[config.mk]
export PLATFORM = sky130hd
export DESIGN_NAME = mem_arbiter_flat
export DESIGN_NICKNAME = d
export VERILOG_FILES = /design/src/rtl/mem_arbiter_if.sv /design/src/rtl/mem_arbiter.sv /design/src/flat_wrapper.sv
export SDC_FILE = /design/constraint.sdc
export NUM_CORES = 1
export LEC_CHECK = 0
export BUFFER_PORTS_ARGS = -buffer_cell sky130_fd_sc_hd__buf_2
export CORE_AREA = 2 2 108 110
export DETAILED_ROUTE_END_ITERATION = 16
export DIE_AREA = 0 0 110 112
export PLACE_DENSITY = 0.68
export SLEW_MARGIN = 20
export SYNTH_ARGS = -nofsm -noshare
export SYNTH_HDL_FRONTEND = slang
export SYNTH_SLANG_ARGS = --single-unit
[constraint.sdc]
create_clock -name clk_i -period 3.2 [get_ports clk_i]
set_input_delay 0.32 -clock clk_i [delete_from_list [all_inputs] [get_ports clk_i]]
set_output_delay 0.32 -clock clk_i [all_outputs]
set_load 0.02 [all_outputs]
[src/rtl/mem_arbiter_if.sv]
// Bus bundle between mem_arbiter, its two requesters (fetch, LSU) and the shared memory port.
// master: the arbiter's view. slave: the requester/memory side that drives the arbiter inputs.
interface mem_arbiter_if #(
  parameter int unsigned DW = 32,
  parameter int unsigned AW = 32
);
  localparam int unsigned MASK_W = 4;

  // Fetch path
  logic              if_req_i;
  logic [AW-1:0]     if_addr_i;
  logic              if_gnt_o;
  logic              if_rvalid_o;
  logic [DW-1:0]     if_rdata_o;
  logic              stall_f_o;

  // Load/store path
  logic              ls_req_i;
  logic              ls_we_i;
  logic [MASK_W-1:0] ls_mask_i;
  logic [AW-1:0]     ls_addr_i;
  logic [DW-1:0]     ls_wdata_i;
  logic              ls_gnt_o;
  logic              ls_rvalid_o;
  logic [DW-1:0]     ls_rdata_o;

  // Shared memory port
  logic              mem_req_o;
  logic              mem_we_o;
  logic [MASK_W-1:0] mem_mask_o;
  logic [AW-1:0]     mem_addr_o;
  logic [DW-1:0]     mem_wdata_o;
  logic              mem_gnt_i;
  logic              mem_rvalid_i;
  logic [DW-1:0]     mem_rdata_i;

  modport master (
    input  if_req_i, if_addr_i,
    output if_gnt_o, if_rvalid_o, if_rdata_o, stall_f_o,
    input  ls_req_i, ls_we_i, ls_mask_i, ls_addr_i, ls_wdata_i,
    output ls_gnt_o, ls_rvalid_o, ls_rdata_o,
    output mem_req_o, mem_we_o, mem_mask_o, mem_addr_o, mem_wdata_o,
    input  mem_gnt_i, mem_rvalid_i, mem_rdata_i
  );

  modport slave (
    output if_req_i, if_addr_i,
    input  if_gnt_o, if_rvalid_o, if_rdata_o, stall_f_o,
    output ls_req_i, ls_we_i, ls_mask_i, ls_addr_i, ls_wdata_i,
    input  ls_gnt_o, ls_rvalid_o, ls_rdata_o,
    input  mem_req_o, mem_we_o, mem_mask_o, mem_addr_o, mem_wdata_o,
    output mem_gnt_i, mem_rvalid_i, mem_rdata_i
  );
endinterface

[src/rtl/mem_arbiter.sv]
// mem_arbiter: shares one single-ported, variable-latency memory between instruction fetch
// and the LSU. One transaction in flight, LSU priority, starvation counter for fetch.
// Optional macro ARB_PERF_EN adds conflict_cnt_o, a wrapping count of contested arbitrations.
module mem_arbiter #(
  parameter int unsigned DW           = 32,
  parameter int unsigned AW           = 32,
  parameter int unsigned STARVE_LIMIT = 4
) (
  input  logic          clk_i,
  input  logic          rst_i,
  mem_arbiter_if.master bus
`ifdef ARB_PERF_EN
  ,
  output logic [31:0]   conflict_cnt_o
`endif
);

  localparam int unsigned MASK_W = 4;
  localparam int unsigned CNT_W  = 4;

  localparam logic [1:0] IDLE = 2'd0;
  localparam logic [1:0] REQ  = 2'd1;
  localparam logic [1:0] RSP  = 2'd2;

  localparam logic [CNT_W-1:0] STARVE_MAX = CNT_W'(STARVE_LIMIT);

  typedef struct packed {
    logic              we;
    logic [MASK_W-1:0] mask;
    logic [AW-1:0]     addr;
    logic [DW-1:0]     wdata;
  } mem_cmd_t;

  logic [1:0]       state_q, state_d;
  logic             owner_q, owner_d;      // 0 = fetch, 1 = LSU
  logic [CNT_W-1:0] starve_q, starve_d;
  logic             req_q, req_d;
  mem_cmd_t         cmd_q, cmd_d;

  logic in_req, in_rsp, gnt_hit, rsp_hit, arb_en;
  logic if_cand, ls_cand, both, if_win, ls_win;

  // Handshake qualification; the owner's still-held request is masked while it awaits its grant
  assign in_req  = (state_q == REQ);
  assign in_rsp  = (state_q == RSP);
  assign gnt_hit = in_req & bus.mem_gnt_i;
  assign rsp_hit = (in_rsp | gnt_hit) & bus.mem_rvalid_i;
  assign arb_en  = (state_q == IDLE) | rsp_hit;
  assign if_cand = bus.if_req_i & ~(in_req & ~owner_q);
  assign ls_cand = bus.ls_req_i & ~(in_req & owner_q);
  assign both    = if_cand & ls_cand;
  assign if_win  = if_cand & (~ls_cand | (starve_q == STARVE_MAX));
  assign ls_win  = ls_cand & ~if_win;

  // Responses routed to the owner only; gated by registered state
  assign bus.if_gnt_o    = gnt_hit & ~owner_q;
  assign bus.ls_gnt_o    = gnt_hit & owner_q;
  assign bus.if_rvalid_o = rsp_hit & ~owner_q;
  assign bus.ls_rvalid_o = rsp_hit & owner_q;
  assign bus.if_rdata_o  = bus.mem_rdata_i;
  assign bus.ls_rdata_o  = bus.mem_rdata_i;
  assign bus.stall_f_o   = bus.if_req_i & ~(gnt_hit & ~owner_q);

  // Memory request outputs come straight from flops
  assign bus.mem_req_o   = req_q;
  assign bus.mem_we_o    = cmd_q.we;
  assign bus.mem_mask_o  = cmd_q.mask;
  assign bus.mem_addr_o  = cmd_q.addr;
  assign bus.mem_wdata_o = cmd_q.wdata;

  // Next-state, arbitration, payload capture and starvation tracking
  always_comb begin
    state_d  = state_q;
    owner_d  = owner_q;
    starve_d = starve_q;
    cmd_d    = cmd_q;
    req_d    = 1'b0;

    case (state_q)
      REQ:       if (gnt_hit) state_d = RSP;
      IDLE, RSP: state_d = state_q;
      default:   state_d = IDLE;
    endcase

    if (arb_en) begin
      state_d = IDLE;
      if (if_win) begin
        state_d     = REQ;
        owner_d     = 1'b0;
        starve_d    = '0;
        cmd_d.we    = 1'b0;
        cmd_d.mask  = MASK_W'(4'hF);
        cmd_d.addr  = bus.if_addr_i;
        cmd_d.wdata = '0;
      end else if (ls_win) begin
        state_d     = REQ;
        owner_d     = 1'b1;
        cmd_d.we    = bus.ls_we_i;
        cmd_d.mask  = bus.ls_mask_i;
        cmd_d.addr  = bus.ls_addr_i;
        cmd_d.wdata = bus.ls_wdata_i;
        if (both && (starve_q < STARVE_MAX)) starve_d = starve_q + CNT_W'(1);
      end
    end

    req_d = (state_d == REQ);
  end

  // State and registered memory-side outputs
  always_ff @(posedge clk_i) begin
    if (rst_i) begin
      state_q  <= IDLE;
      owner_q  <= 1'b0;
      starve_q <= '0;
      req_q    <= 1'b0;
      cmd_q    <= '0;
    end else begin
      state_q  <= state_d;
      owner_q  <= owner_d;
      starve_q <= starve_d;
      req_q    <= req_d;
      cmd_q    <= cmd_d;
    end
  end

`ifdef ARB_PERF_EN
  logic [31:0] conflict_q;

  // Count contested arbitrations, wrapping naturally
  always_ff @(posedge clk_i) begin
    if (rst_i) conflict_q <= '0;
    else if (arb_en && both) conflict_q <= conflict_q + 32'd1;
  end

  assign conflict_cnt_o = conflict_q;
`endif

endmodule

[src/flat_wrapper.sv]
// flat-port wrapper written by rule: the top's interface ports become plain ports
module mem_arbiter_flat 
#(
  parameter int unsigned DW           = 32,
  parameter int unsigned AW           = 32,
  parameter int unsigned STARVE_LIMIT = 4
)
  (clk_i, rst_i, bus_if_req_i, bus_if_addr_i, bus_if_gnt_o, bus_if_rvalid_o, bus_if_rdata_o, bus_stall_f_o, bus_ls_req_i, bus_ls_we_i, bus_ls_mask_i, bus_ls_addr_i, bus_ls_wdata_i, bus_ls_gnt_o, bus_ls_rvalid_o, bus_ls_rdata_o, bus_mem_req_o, bus_mem_we_o, bus_mem_mask_o, bus_mem_addr_o, bus_mem_wdata_o, bus_mem_gnt_i, bus_mem_rvalid_i, bus_mem_rdata_i);
  mem_arbiter_if #(.DW(DW), .AW(AW)) bus_i ();
  input  logic clk_i;
  input  logic rst_i;
  input wire logic [$bits(bus_i.if_req_i)-1:0] bus_if_req_i;
  input wire logic [$bits(bus_i.if_addr_i)-1:0] bus_if_addr_i;
  output wire logic [$bits(bus_i.if_gnt_o)-1:0] bus_if_gnt_o;
  output wire logic [$bits(bus_i.if_rvalid_o)-1:0] bus_if_rvalid_o;
  output wire logic [$bits(bus_i.if_rdata_o)-1:0] bus_if_rdata_o;
  output wire logic [$bits(bus_i.stall_f_o)-1:0] bus_stall_f_o;
  input wire logic [$bits(bus_i.ls_req_i)-1:0] bus_ls_req_i;
  input wire logic [$bits(bus_i.ls_we_i)-1:0] bus_ls_we_i;
  input wire logic [$bits(bus_i.ls_mask_i)-1:0] bus_ls_mask_i;
  input wire logic [$bits(bus_i.ls_addr_i)-1:0] bus_ls_addr_i;
  input wire logic [$bits(bus_i.ls_wdata_i)-1:0] bus_ls_wdata_i;
  output wire logic [$bits(bus_i.ls_gnt_o)-1:0] bus_ls_gnt_o;
  output wire logic [$bits(bus_i.ls_rvalid_o)-1:0] bus_ls_rvalid_o;
  output wire logic [$bits(bus_i.ls_rdata_o)-1:0] bus_ls_rdata_o;
  output wire logic [$bits(bus_i.mem_req_o)-1:0] bus_mem_req_o;
  output wire logic [$bits(bus_i.mem_we_o)-1:0] bus_mem_we_o;
  output wire logic [$bits(bus_i.mem_mask_o)-1:0] bus_mem_mask_o;
  output wire logic [$bits(bus_i.mem_addr_o)-1:0] bus_mem_addr_o;
  output wire logic [$bits(bus_i.mem_wdata_o)-1:0] bus_mem_wdata_o;
  input wire logic [$bits(bus_i.mem_gnt_i)-1:0] bus_mem_gnt_i;
  input wire logic [$bits(bus_i.mem_rvalid_i)-1:0] bus_mem_rvalid_i;
  input wire logic [$bits(bus_i.mem_rdata_i)-1:0] bus_mem_rdata_i;
  assign bus_i.if_req_i = bus_if_req_i;
  assign bus_i.if_addr_i = bus_if_addr_i;
  assign bus_if_gnt_o = bus_i.if_gnt_o;
  assign bus_if_rvalid_o = bus_i.if_rvalid_o;
  assign bus_if_rdata_o = bus_i.if_rdata_o;
  assign bus_stall_f_o = bus_i.stall_f_o;
  assign bus_i.ls_req_i = bus_ls_req_i;
  assign bus_i.ls_we_i = bus_ls_we_i;
  assign bus_i.ls_mask_i = bus_ls_mask_i;
  assign bus_i.ls_addr_i = bus_ls_addr_i;
  assign bus_i.ls_wdata_i = bus_ls_wdata_i;
  assign bus_ls_gnt_o = bus_i.ls_gnt_o;
  assign bus_ls_rvalid_o = bus_i.ls_rvalid_o;
  assign bus_ls_rdata_o = bus_i.ls_rdata_o;
  assign bus_mem_req_o = bus_i.mem_req_o;
  assign bus_mem_we_o = bus_i.mem_we_o;
  assign bus_mem_mask_o = bus_i.mem_mask_o;
  assign bus_mem_addr_o = bus_i.mem_addr_o;
  assign bus_mem_wdata_o = bus_i.mem_wdata_o;
  assign bus_i.mem_gnt_i = bus_mem_gnt_i;
  assign bus_i.mem_rvalid_i = bus_mem_rvalid_i;
  assign bus_i.mem_rdata_i = bus_mem_rdata_i;
  mem_arbiter #(.DW(DW), .AW(AW), .STARVE_LIMIT(STARVE_LIMIT)) u_core (.clk_i(clk_i), .rst_i(rst_i), .bus(bus_i));
endmodule
# After elaboration in Yosys (flattened, before gate mapping)

Cells that the tools add are included.

Register bits: 77
Bits of input ports: 139
Output and inout port bits: 139
Word-level logic and storage cells: 56

Add/subtract/negate cells: 1
Order comparisons: 1
Equal/unequal tests: 4
Multiplexer cells: 12
Bitwise logic cells: 23
Reductions and logical operators: 7

Operators with widths:

| cell                  | number |
|---|---|
| $mux W69              | 2 |
| $and A1 B1 Y1         | 14 |
| $mux W4               | 3 |
| $mux W2               | 3 |
| $not A1 Y1            | 6 |
| $add A4 B1 Y4 const B | 1 |
| $eq A2 B1 Y1 const B  | 2 |
| $eq A4 B3 Y1 const B  | 1 |
| $lt A4 B3 Y1 const B  | 1 |
| $pmux W2 S2           | 1 |
| $reduce_bool A2 Y1    | 2 |
| $mux W1               | 3 |
| $or A1 B1 Y1          | 3 |
| $reduce_and A3 Y1     | 1 |
| $eq A2 B2 Y1 const B  | 1 |
| $logic_not A2 Y1      | 1 |
| $reduce_and A2 Y1     | 1 |
| $reduce_or A2 Y1      | 1 |
| $logic_and A1 B1 Y1   | 1 |

# Depth between registers and ports, before layout

Gate-level depths: netlist of the first run.

Word-level depth: 13
Depth in mapped cells: 9
Depth with buffers taken out: 7

# Worst setup path after synthesis of the first run

Ideal clock, no wire load.

Path kind: flip-flop to flip-flop
Start: register u_core.starve_q[0]
End: register u_core.cmd_q, in the netlist u_core.bus.mem_addr_o[0]
Library setup time: 0.091 ns
Arrival: 1.556 ns
Setup slack: 1.553 ns
Stages on the path, launching flop included: 10
Path buffers: 2
Period minus slack after synthesis: 1.647 ns
Path through: dfxtp_1 -> inv_1 -> ha_1 -> inv_1 -> nor4_2 -> or2_1 -> buf_4 -> buf_6 -> nand2_1 -> a311oi_1

Cells in the longest elaborated chain, start to end: 7
Elaborated cells on any way between the ends: 8
Classes of those cells: 1 x eq/ne; 1 x mux; 4 x bitwise; 2 x reduce/logical

RTL lines:

| what                         | RTL line           | text |
|---|---|---|
| start, declared              | mem_arbiter.sv:36  | `logic [CNT_W-1:0] starve_q, starve_d;` |
| start signal, assigned       | mem_arbiter.sv:120 | `starve_q <= starve_d;` |
| $eq A4 B3 Y1 *               | mem_arbiter.sv:52  | `assign if_win = if_cand & (~ls_cand \| (starve_q == STARVE_MAX));` |
| $or A1 B1 Y1 *               | mem_arbiter.sv:52  |  |
| $and A1 B1 Y1 *              | mem_arbiter.sv:52  |  |
| $not A1 Y1                   | mem_arbiter.sv:53  | `assign ls_win = ls_cand & ~if_win;` |
| $and A1 B1 Y1                | mem_arbiter.sv:53  |  |
| $reduce_bool A2 Y1 (no line) | --                 |  |
| $reduce_and A2 Y1 (no line)  | --                 |  |
| end signal, assigned         | mem_arbiter.sv:122 | `cmd_q <= cmd_d;` |
| end, declared                | mem_arbiter.sv:38  | `mem_cmd_t cmd_q, cmd_d;` |

Every way passes the cells marked *; elsewhere a longest branch is shown, timed or not.
A chain may end at the register's enable or synchronous reset.

# Worst setup path after layout of the first run

Start: register u_core.state_q[1]
End: register u_core.cmd_q, in the netlist u_core.bus.mem_addr_o[28]

Cells in the longest elaborated chain, start to end: 11
Elaborated cells on any way between the ends: 21
Classes of those cells: 2 x eq/ne; 1 x mux; 15 x bitwise; 3 x reduce/logical

RTL lines:

| what                         | RTL line           | text |
|---|---|---|
| start, declared              | mem_arbiter.sv:34  | `logic [1:0] state_q, state_d;` |
| start signal, assigned       | mem_arbiter.sv:118 | `state_q <= state_d;` |
| $eq A2 B1 Y1                 | mem_arbiter.sv:44  | `assign in_req = (state_q == REQ);` |
| $and A1 B1 Y1                | mem_arbiter.sv:50  | `assign ls_cand = bus.ls_req_i & ~(in_req & owner_q);` |
| $not A1 Y1                   | mem_arbiter.sv:50  |  |
| $and A1 B1 Y1                | mem_arbiter.sv:50  |  |
| $not A1 Y1                   | mem_arbiter.sv:52  |  |
| $or A1 B1 Y1                 | mem_arbiter.sv:52  |  |
| $and A1 B1 Y1                | mem_arbiter.sv:52  |  |
| $not A1 Y1                   | mem_arbiter.sv:53  |  |
| $and A1 B1 Y1                | mem_arbiter.sv:53  |  |
| $reduce_bool A2 Y1 (no line) | --                 |  |
| $reduce_and A2 Y1 (no line)  | --                 |  |

Parallel ways exist; a longest one is shown, timed or not.

==> out/results.txt, run 1 <==
Counting flops with a built-in enable in the synthesized netlist gives 0. The area share of the leading cell type in the synthesized netlist is 41.9%. The floorplan core area was 0.0112 mm^2; the count of final setup violators was 0. In this run, post-CTS repair resized a total of 0 instances. The number of ports placed on the die boundary came out at 278. The cell sitting at the root of the clock tree is a clkbuf_16. The share of synthesized flip-flops with an asynchronous set or reset was 0%. The count of nets left with antenna violations once routing finished came out at 0. For this run, the slowest stage of the critical path takes 0.55 ns. In this run the post-CTS setup repair buffer count came out at 0. The worst path in the final design needs a cycle of 2.16 ns, including I/O delays and setup. STA puts the critical path data required time at 3.43 ns. For this block, the routed nets add up to 9640 um of wire. The tools report the buffer levels on the longest clock path as 2. The first detailed-routing pass ran for 4 iterations. Data on the critical path arrives at its endpoint at 2.39 ns. For the maximum operating frequency, the log shows 0.463 GHz. The type of element launching the critical path is a flip-flop. The mapped cell area came out at 0.00368 mm^2.

Summing over every cut layer, the via total after detailed routing is 3482. The buffering stage count on the worst path with inverters included was 1; the count of hold-fix buffers inserted at cts was 0. The worst path uses 67.5% of the clock period.

The run finished with clean final reports. The highest-delay cell along the critical path is o211a_4. The area growth from synthesis to final layout is 21.0%. The clock net in this run drives a total of 77 sinks. The cell family contributing the most delay on the critical path is compound AO/OA/AOI/OAI gates. Of all nets on the critical path, the largest fanout is 58. The critical path goes through nor2b_1, o21ai_0, o211a_4, buf_12, nor2_1, a311oi_1.

The run gives 0.00446 mm^2 as the cell area after layout. The area after detailed placement came out at 0.00419 mm^2. The H-tree was split into 3 levels. Among all flip-flop cells after synthesis, the most frequent one is dfxtp_1. After detailed placement, the design holds a cell count of 699. TritonCTS built the clock tree.

For this run, the number of standard cells in the final layout without fillers is 714. Worst hold-check slack: 0.217 ns. For this run, design rule violations remaining after detail routing come to 0. For this run, the number of Yosys warnings is 0. The first global-routing pass estimated 15300 um of wire.

When the netlist entered floorplanning its net count stood at 608. Final setup TNS: 0 ns. The worst min-delay path class was input pin to flip-flop. The ratio of total power to cell area was 616 mW/mm^2.

Ranked by total cell area, the synthesized netlist is headed by dfxtp_1, buf_4, nand2_1, a311oi_1, a21oi_1. nand2_1 is the most common cell in the netlist. The number of distinct library cells after synthesis was 31. The run gives 0.0123 mm^2 as the total die area.

The floorplan has 39 rows. For the final database, setup skew stands at 0.00735 ns. Entering global routing, the biggest net connects 59 pins. Max-cap violations in this run came to 0. The total overflow left after global routing is 0. The fraction of layout instances using a drive strength above 1 was 36.4%. The slew at the pin with the worst max-slew slack is 0.778 ns.

In this run the tightest slew margin relative to its limit is 48.1%. For this configuration, the core starts out at a cell density of 33.0%. Dividing the detail-routed via count by the number of cells gives 4.88. The number of hold violations in the final report was 0. The share of the yosys chip area belonging to registers was 41.9%; the leakage power figure was 2.12 nW. Setup repair after global routing left no endpoint under its margin. Measured along the x axis, the die boundary spans 110 um. The tools report the number of slew-limit violations in the final report as 0.

The initial detailed-routing violation count is 158. The average instance in the mapped netlist occupies 7.88 um^2. The via count of the first global-routing pass is 3412.

In the synthesized netlist, the cells that appear most often are nand2_1, dfxtp_1, buf_4. The number of inserted filler cells in the final layout was 1168. The worst-case IR drop observed on VDD is 0.237 mV. Clock transition at the registers of the reported paths: 0.05 ns. In the final routed layout, each cell accounts on average for 13.5 um.

Counting every instance in the synthesized netlist gives 467. At the end of routability-driven placement, the weighted congestion stood at 0.777. The synthesized design contains 77 register bits. Classification of the worst setup path: flip-flop to flip-flop. The number of antenna diodes in the final layout is 0. STA classifies the critical path endpoint as a flip-flop. Clock tree synthesis inserted a total of 9 buffers. Net count of the finished layout: 708. Count of buffers from port buffering: 181. The detailed placer's ending HPWL is 7080 um. At the end of the flow the core is filled with cells to 39.9%. The largest total area in the synthesized netlist belongs to dfxtp_1. The number of antenna violations at the first check in global routing was 0.

The height of the die is 112 um, and the later-pin clock latency in the skew report is 0.33 ns. The overall global routing resource usage was 15.7%.
[per-stage QoR]
stage	worst slack [ns]	total power (W)
2_1_floorplan	1.55	0.00173
3_3_place_gp	1.16	0.00184
3_5_place_dp	1.07	0.00186
4_1_cts	1.05	0.00278
5_1_grt	0.815	0.00292
6_report	1.04	0.00275
[cell families (layout without fill, tap and decap cells)]
logic type / after synthesis / after routing / synth area share (%)
compound gates: 79 / 79 / 15.0
fa+ha+maj: 2 / 2 / 0.679
buf+inv: 105 / 209 / 18.5
flops: 77 / 77 / 41.9
mux: 2 / 2 / 0.544
simple gates: 202 / 202 / 23.4
[cells in the final DEF (no fill, tap or decap)]
cell	synthesis	routed
buf_4	66	6
a21boi_1	1	1
nand2_1	103	103
clkbuf_8	0	1
nand4b_1	1	1
nand2b_1	1	1
dfxtp_1	77	77
nor2b_1	2	2
a311oi_1	32	32
buf_12	0	1
or2_1	1	1
ha_1	2	2
mux2i_1	2	2
nor3_1	9	9
clkinvlp_4	0	2
o21ai_0	3	3
o22a_1	1	1
nor2_1	45	44
clkbuf_1	17	1
nand3b_1	1	1
clkinv_2	0	2
o211ai_1	1	1
buf_2	13	181
a211oi_2	1	1
clkbuf_16	0	9
nor4_2	1	1
nor2b_4	1	1
a21oi_1	36	36
o31ai_2	1	1
a21o_1	1	1
nor2_4	0	1
nand3_1	33	33
nor3b_1	4	4
inv_1	6	6
a32o_1	1	1
o211a_4	0	1
[flip-flops by register name, indices dropped and copies added, names as in the netlist]
register / flops
u_core.bus.mem_wdata_o: 32
u_core.starve_q: 4
u_core.bus.mem_we_o: 1
u_core.bus.mem_mask_o: 4
u_core.bus.mem_req_o: 1
u_core.bus.mem_addr_o: 32
u_core.owner_q: 1
u_core.state_q: 2
[worst paths after layout]
path	from	endpoint	slack (ns)	cells past startpoint
hold / removal	bus_mem_rvalid_i	u_core.state_q[1]$_SDFF_PP0_	0.22	2
setup / recovery	u_core.state_q[1]$_SDFF_PP0_	u_core.bus.mem_addr_o[28]$_SDFFE_PP0P_	1.04	6
setup reg to reg	u_core.state_q[1]$_SDFF_PP0_	u_core.bus.mem_addr_o[28]$_SDFFE_PP0P_	1.04	6
hold reg to reg	u_core.bus.mem_wdata_o[6]$_SDFFE_PP0P_	u_core.bus.mem_wdata_o[6]$_SDFFE_PP0P_	0.45	2
[area by class of cell]
class	count	area, um^2	share of cell area [%]
multi-input cells	285	1480	33.1
repair buffers	188	971	21.8
inverters	6	22.5	0.505
clock buffers	11	243	5.45
flip-flops and latches	77	1540	34.6
well taps	143	179	4.01
clock inverters	4	25.0	0.561
[report_power, final]
group	leakage (nW)	internal (W)	switching (W)
Combinational	1.36	0.000250	0.000443
Sequential	0.636	0.00107	0.0000616
Clock	0.127	0.000539	0.000378
Total	2.12	0.00186	0.000883
[per-layer routing]
| metal | wire length, um | share of wire [%] | track usage, % |
|---|---|---|---|
| met1 | 3740 | 39 | 16.5 |
| met2 | 4850 | 50 | 27.1 |
| met3 | 767 | 8.0 | 5.91 |
| met4 | 275 | 2.9 | 7.26 |
| met5 | 0 | 0 | 0 |
No activity file was read; power rests on OpenSTA's default activity.
==> run 2: changes to the inputs <==
Settings changed: PLACE_DENSITY 0.68 to 0.71.
Clock period 3.2 ns to 1.9 ns, I/O delays scaled along.
==> run 2 against run 1 <==
  * Sequential cell count unchanged
  * Sequential share of layout area down 1.7 points
  * Setup slack got worse by 0.93 ns
  * Clock-buffer cell count grew 2
  * Critical path depth is 3 higher
  * Design area up 5.2%
  * Non-clock buffer count grew 8
  * Clock power rose by 93%
  * Final cell count increased by 1.3%
  * Largest power group unchanged
  * Highest routed layer unchanged
==> out/results.txt, run 2 (synthesis gave the netlist of run 1 again) <==
After the first detailed-routing iteration, the DRC count stood at 308. Buffers inserted during clock tree synthesis total 9. The cell sitting at the root of the clock tree is a clkbuf_16.

The internal power of the cells totals 0.00343 W. The slew at the pin with the worst max-slew slack was 0.419 ns; the area growth from synthesis to final layout was 27.4%. For the antenna diode count, the log shows 0.

The flow ran to the end, and the final reports show no timing, DRC or antenna violations. The initial cell density of the core was 33.0%; the total die area was 0.0123 mm^2. The commonest non-fill, non-tap cell in the layout was buf_2.

The number of placement rows is 39, and the final worst-path cycle share is 94.2%. The count of final setup violators was 0. The analysis attributes to net switching a power of 0.00154 W.

Global placement routability congestion: 0.858. STA classifies the critical path startpoint as a flip-flop. The highest-delay cell along the critical path was dfxtp_1.

For the final database, setup skew stands at 0.00682 ns. In this run switching power makes up 31.0% of total power. For the number of antenna violations at the first check in global routing, the log shows 0. The tools report the count of TritonRoute iterations in the first routing pass as 5. The logs give 0 for the number of slew-limit violations in the final report and 2.22 nW for the leakage power figure.

Remaining max-slew budget at the tightest pin: 72.0%. STA classifies the critical path endpoint as a flip-flop. The later-pin clock latency in the skew report came out at 0.34 ns.

Per report_power, the combinational group accounts for 25.9% of the total. Summing all non-filler instances in the final layout gives an area of 0.00469 mm^2. The classification of the worst setup path was flip-flop to flip-flop. Across the VDD grid, the largest voltage drop is 0.589 mV. Data on the critical path is required at its endpoint by 2.13 ns. In this run the worst path has a maximum fanout of 32. Measured on the finished design, the core utilization comes to 42.0%.

In this run the worst hold path is classified as input pin to flip-flop. The remaining number of nets flagged by the antenna check after routing came out at 0. TritonCTS built the clock tree.

The shortest period the worst path allows was 1.79 ns; the clock sink count was 77. The die is 112 um tall. Per report_power, the clock group accounts for 35.6% of the total. The clock tree synthesis step divided the H-tree into 3 levels. Together, buffers and inverters on the worst path number 4. The signal on the critical path passes through inv_1, ha_1, inv_1, nor4_4, buf_4, nor2_4, buf_12, nand2_1, a311oi_1. The most numerous cell type found on the critical path is inv_1.

After clock tree synthesis, the clock-pin slew on the worst setup and hold paths is 0.06 ns. Per report_power, the sequential group accounts for 38.5% of the total. The area after detailed placement is 0.00430 mm^2, and the routed length per placed instance is 14.2 um. The finished layout holds 723 standard cells, fillers aside. The width of the die is 110 um, and the total congestion overflow after global routing is 0. For this block, the via count after detailed routing is 3578.

The total DRC errors in the routed layout came out at 0. The number of hold violations in the final report was 0; the floorplan core area was 0.0112 mm^2. The first global-routing pass estimated 15700 um of wire. Summed over all nets, the half-perimeter wirelength after detailed placement is 7360 um. In this design, the largest share of critical-path delay is due to buffers and inverters. Cells with a size suffix above 1 make up 39.0% of the layout. Entering global routing, the biggest net connects 37 pins. For this design the ratio of total power to cell area is 1060 mW/mm^2. Across every metal layer, demand over resource in global routing totals 16.1%. During I/O placement, the number of pins put on the boundary was 278. The tool flagged a number of max-cap violations equal to 0. After detailed routing, the total wire length is 10200 um.

In this run, placement finished with an instance count of 706. Maximum single-stage delay on the critical path: 0.38 ns. Via count of the first global-routing pass: 3482.

The top cell types in the final layout, fill and taps aside, are buf_2, nand2_1, dfxtp_1. Dividing the detail-routed via count by the number of cells gives 4.95. The tools report the buffer levels on the longest clock path as 2. Derived from the worst setup path, the maximum achievable clock frequency is 0.559 GHz. Data on the critical path arrives at its endpoint at 2.02 ns. In the final design database the tool counted 716 nets. Port buffering added 181 buffers.
==> run 2: cell types whose count changed in the layout (fill, tap and decap cells not counted), moves of 2 or more <==
cell / change
a311oi_2: +6
buf_12: +5
a311oi_1: -6
clkbuf_8: +2
==> run 2: metal layers <==
layer	GRT usage (%)	vias to the layer above	share of wire, %
met5	0	-	0
met4	10.6	0	3.5
met3	5.09	41	8.5
met2	27.2	152	49
met1	16.9	1651	38
li1	-	1734	-
==> run 2: power groups by stage <==
stage          combinational, W  clock [W]  sequential [W]
2_1_floorplan          0.000748          0         0.00216
3_3_place_gp            0.00123          0         0.00193
3_5_place_dp            0.00126          0         0.00194
4_1_cts                 0.00126    0.00182         0.00191
5_1_grt                 0.00141    0.00188         0.00193
6_report                0.00129    0.00177         0.00191
==> run 2: what timing repair did <==
action                                  in CTS  in global routing
endpoints found under the setup margin       0                 23
buffers inserted                             0                  1
hold buffers                                 0                  0
resized for setup                            0                 13
endpoints found under the hold margin        0                  0
==> run 2: layout make-up <==
type	instances	area [um^2]
flip-flops and latches	77	1540
well taps	143	179
repair buffers	196	1100
clock buffers	13	270
inverters	6	22.5
fillers	1106	6480
multi-input cells	285	1530
clock inverters	3	42.5
==> run 2: worst reg2reg max path, delay by kind of cell (launching register included) <==
| kind | cells | cell delay (ns) |
|---|---|---|
| buffers and inverters | 4 | 0.54 |
| DFF | 1 | 0.38 |
| adders and majority gates | 1 | 0.20 |
| and+or+nand+nor | 3 | 0.27 |
| AOI/OAI and AO/OA | 1 | 0.30 |
==> run 2: worst paths after layout <==
check	from	to	slack [ns]	depth (start not counted)
min	bus_mem_rvalid_i	u_core.state_q[1]$_SDFF_PP0_	0.07	2
max reg2reg	u_core.starve_q[0]$_SDFFE_PP0P_	u_core.bus.mem_addr_o[14]$_SDFFE_PP0P_	0.11	9
max	u_core.starve_q[0]$_SDFFE_PP0P_	u_core.bus.mem_addr_o[14]$_SDFFE_PP0P_	0.11	9
min reg2reg	u_core.bus.mem_wdata_o[22]$_SDFFE_PP0P_	u_core.bus.mem_wdata_o[22]$_SDFFE_PP0P_	0.45	2
==> run 2: stage by stage <==
stage          worst slack, ns  hold slack, ns  TNS [ns]  power (W)
6_report                 0.110          0.0719         0    0.00497
5_1_grt               -0.00953          0.0767  -0.00953    0.00522
4_1_cts                 0.0845          0.0518         0    0.00499
3_5_place_dp             0.118           0.380         0    0.00320
3_3_place_gp             0.223           0.380         0    0.00316
2_1_floorplan            0.253           0.266         0    0.00291
==> run 3: changes to the inputs <==
Settings changed: CELL_PAD_IN_SITES_DETAIL_PLACEMENT from default to 1, CELL_PAD_IN_SITES_GLOBAL_PLACEMENT from default to 1, CORE_AREA 2 2 108 110 to default, CORE_MARGIN from default to 1, CORE_UTILIZATION from default to 24, DIE_AREA 0 0 110 112 to default, PLACE_DENSITY 0.71 to default, PLACE_DENSITY_LB_ADDON from default to 0.1.
==> run 3 against run 2 <==
  * First-iteration DRC count down 54%
  * Clock-buffer cell count fell by 3
  * Register-to-register slack gained 0.03 ns
  * Wire length up 15%
  * Sequential share of layout area down 0.23 points
  * Combinational power about the same
  * Total power is 1.9% higher
  * Die area increased by 29%
  * Fmax rose by 1.6%
  * Setup slack better by 0.029 ns
  * Hold slack got worse by 0.015 ns
  * Via count decreased by 2.7%
  * Critical path type unchanged
  * Largest cell class unchanged
==> out/results.txt, run 3 (synthesis gave the netlist of run 1 again) <==
Entering global routing, the biggest net connects 41 pins. The leakage power figure is 2.21 nW. The remaining number of nets flagged by the antenna check after routing was 0; the clock sink count was 77. The global placement routability congestion is 0.709, and the count of final setup violators is 0. The routed length per placed instance was 15.5 um. The area growth from synthesis to layout is 28.2%. The logs give 2.15 ns for the required time of the critical path and 2.01 ns for the signal arrival time at the worst endpoint. STA classifies the critical path endpoint as a flip-flop. The count of cells in the finished layout, fillers not included, comes to 764. The largest fanout on the critical path is 12. The flow ran to the end, and the final reports show no timing, DRC or antenna violations. Static timing analysis puts the maximum clock frequency at 0.568 GHz. For the cell area after layout, the log shows 0.00472 mm^2. For the number of inserted filler cells in the final layout, the log shows 1817. Setup repair after global routing could not meet its margin everywhere. The floorplan has 44 rows.

After legalization and detailed placement, the total HPWL measured 8310 um. The run gives 15.2% as the overall global routing resource usage. At the placement stage, the worst setup path has a slack of 0.125 ns.

The clock arrives with 0.00365 ns of skew. For the area taken by flip-flops and latches, the log shows 0.00154 mm^2. The wire length reported by the detailed router is 11800 um. The height of the die was 126 um.

The worst min-delay path class was input pin to flip-flop. The worst register-to-register path has a depth of 6. The region available for standard cell placement spans 0.0148 mm^2.

Counting tap cells, the placed design contains a total of 747 instances. The via count of the first global-routing pass is 3685, and the number of slew-limit violations in the final report is 0. The level count of the clock H-tree was 3.

The count of buffers from port buffering was 181. The number of antenna violations at the first check in global routing was 0; the final worst-path cycle share was 92.7%. The tools report the initial cell density of the core as 25.0%. TritonCTS built the clock tree.

By startpoint and endpoint, the worst setup path is classified as flip-flop to flip-flop. After detailed placement, the total cell area comes to 0.00437 mm^2. The die is 126 um wide. Number of buffers created by CTS: 9. Max-cap violations in this run came to 0. The tools report the root buffer cell as clkbuf_16. The net count of the finished layout is 716, and the ratio of total power to cell area is 1070 mW/mm^2.

Number of vias in the routed layout: 3481. The fraction of layout instances using a drive strength above 1 is 37.9%, and the later-pin clock latency in the skew report is 0.34 ns. The tools report the least setup slack across all paths after layout as 0.139 ns. The total DRC errors in the routed layout is 0, and the slew at the pin with the worst max-slew slack is 0.422 ns. The tools report the remaining max-slew budget at the tightest pin as 71.9%. The worst path in the final design needs a cycle of 1.76 ns, including I/O delays and setup. The commonest non-fill, non-tap cell in the layout was buf_2. In this run the register-to-register setup slack is 0.14 ns.

Clock-pin slew was measured on the worst setup and hold paths at 0.06 ns. During I/O placement, the number of pins put on the boundary was 278. The tools report the type of element launching the critical path as a flip-flop.

The longest clock path from root to sink contains 2 buffers. IR analysis of the VDD net gives a maximum drop of 0.422 mV. The die covers 0.0158 mm^2. Leaving out fill and tap cells, the most frequent cells in the layout are buf_2, nand2_1, dfxtp_1. Cell count of the worst hold path: 2. The multi-input combinational cells in the finished layout cover a total of 0.00148 mm^2.

The number of hold violations in the final report was 0. Wire length of the first global-routing pass: 18800 um. The total congestion overflow after global routing was 0; the via density per instance was 4.56. The first TritonRoute pass finished after 4 iterations. 0 antenna diodes ended up in the layout. The detailed router finished its first iteration with 142 violations.
==> run 3: changes by cell type in the layout (fill, tap and decap cells not counted), moves of 2 or more <==
cell / delta
clkinvlp_4: +2
a311oi_1: +5
clkbuf_8: -3
a311oi_2: -5
==> run 3: metrics by stage <==
| stage | utilization (%) | TNS (ns) | hold slack, ns | total power [W] |
|---|---|---|---|---|
| 2_1_floorplan | - | 0 | 0.266 | 0.00291 |
| 3_3_place_gp | 29.6 | 0 | 0.380 | 0.00324 |
| 5_1_grt | 32.0 | -0.0208 | 0.0433 | 0.00538 |
| 3_5_place_dp | 29.6 | 0 | 0.380 | 0.00325 |
| 6_report | 32.0 | 0 | 0.0573 | 0.00507 |
| 4_1_cts | 31.8 | 0 | 0.0379 | 0.00517 |
==> run 3: worst max-delay path, stage by stage (launching register included) <==
cell	delay, ns
dfxtp_1	0.41
nor2b_4	0.09
a21boi_1	0.31
o211a_4	0.32
buf_4	0.22
nor2_1	0.07
a311oi_2	0.24
==> run 3: repair_timing <==
item,in CTS,in global routing
endpoints found under the hold margin,0,0
setup buffers,0,0
resized for setup,0,4
setup endpoints to repair,0,8
hold buffers,0,0
==> run 3: layout make-up <==
type,instances,area share [%]
Inverter,6,0.477
Multi-Input combinational cell,285,31.4
Clock inverter,6,1.85
Clock buffer,10,4.85
Sequential cell,77,32.7
Tap cell,184,4.88
Timing Repair Buffer,196,23.8
==> run 3: routing by layer <==
metal	share of wire (%)	GRT usage, %
met5	0	0
met1	45	17.4
met4	1.9	5.95
met3	8.4	6.07
met2	45	25.4
==> run 3: worst paths after layout <==
path | start | to
worst max-delay path | u_core.state_q[1]$_SDFF_PP0_ | u_core.bus.mem_addr_o[30]$_SDFFE_PP0P_
worst min-delay path | bus_mem_rvalid_i | u_core.state_q[1]$_SDFF_PP0_
worst max register to register | u_core.state_q[1]$_SDFF_PP0_ | u_core.bus.mem_addr_o[30]$_SDFFE_PP0P_
worst min register to register | u_core.bus.mem_wdata_o[25]$_SDFFE_PP0P_ | u_core.bus.mem_wdata_o[25]$_SDFFE_PP0P_
==> run 3: power breakdown <==
group / total (W) / internal, W / switching, W
Sequential: 0.00191 / 0.00181 / 0.000103
Combinational: 0.00130 / 0.000500 / 0.000798
Clock: 0.00186 / 0.00115 / 0.000710
Total: 0.00507 / 0.00346 / 0.00161
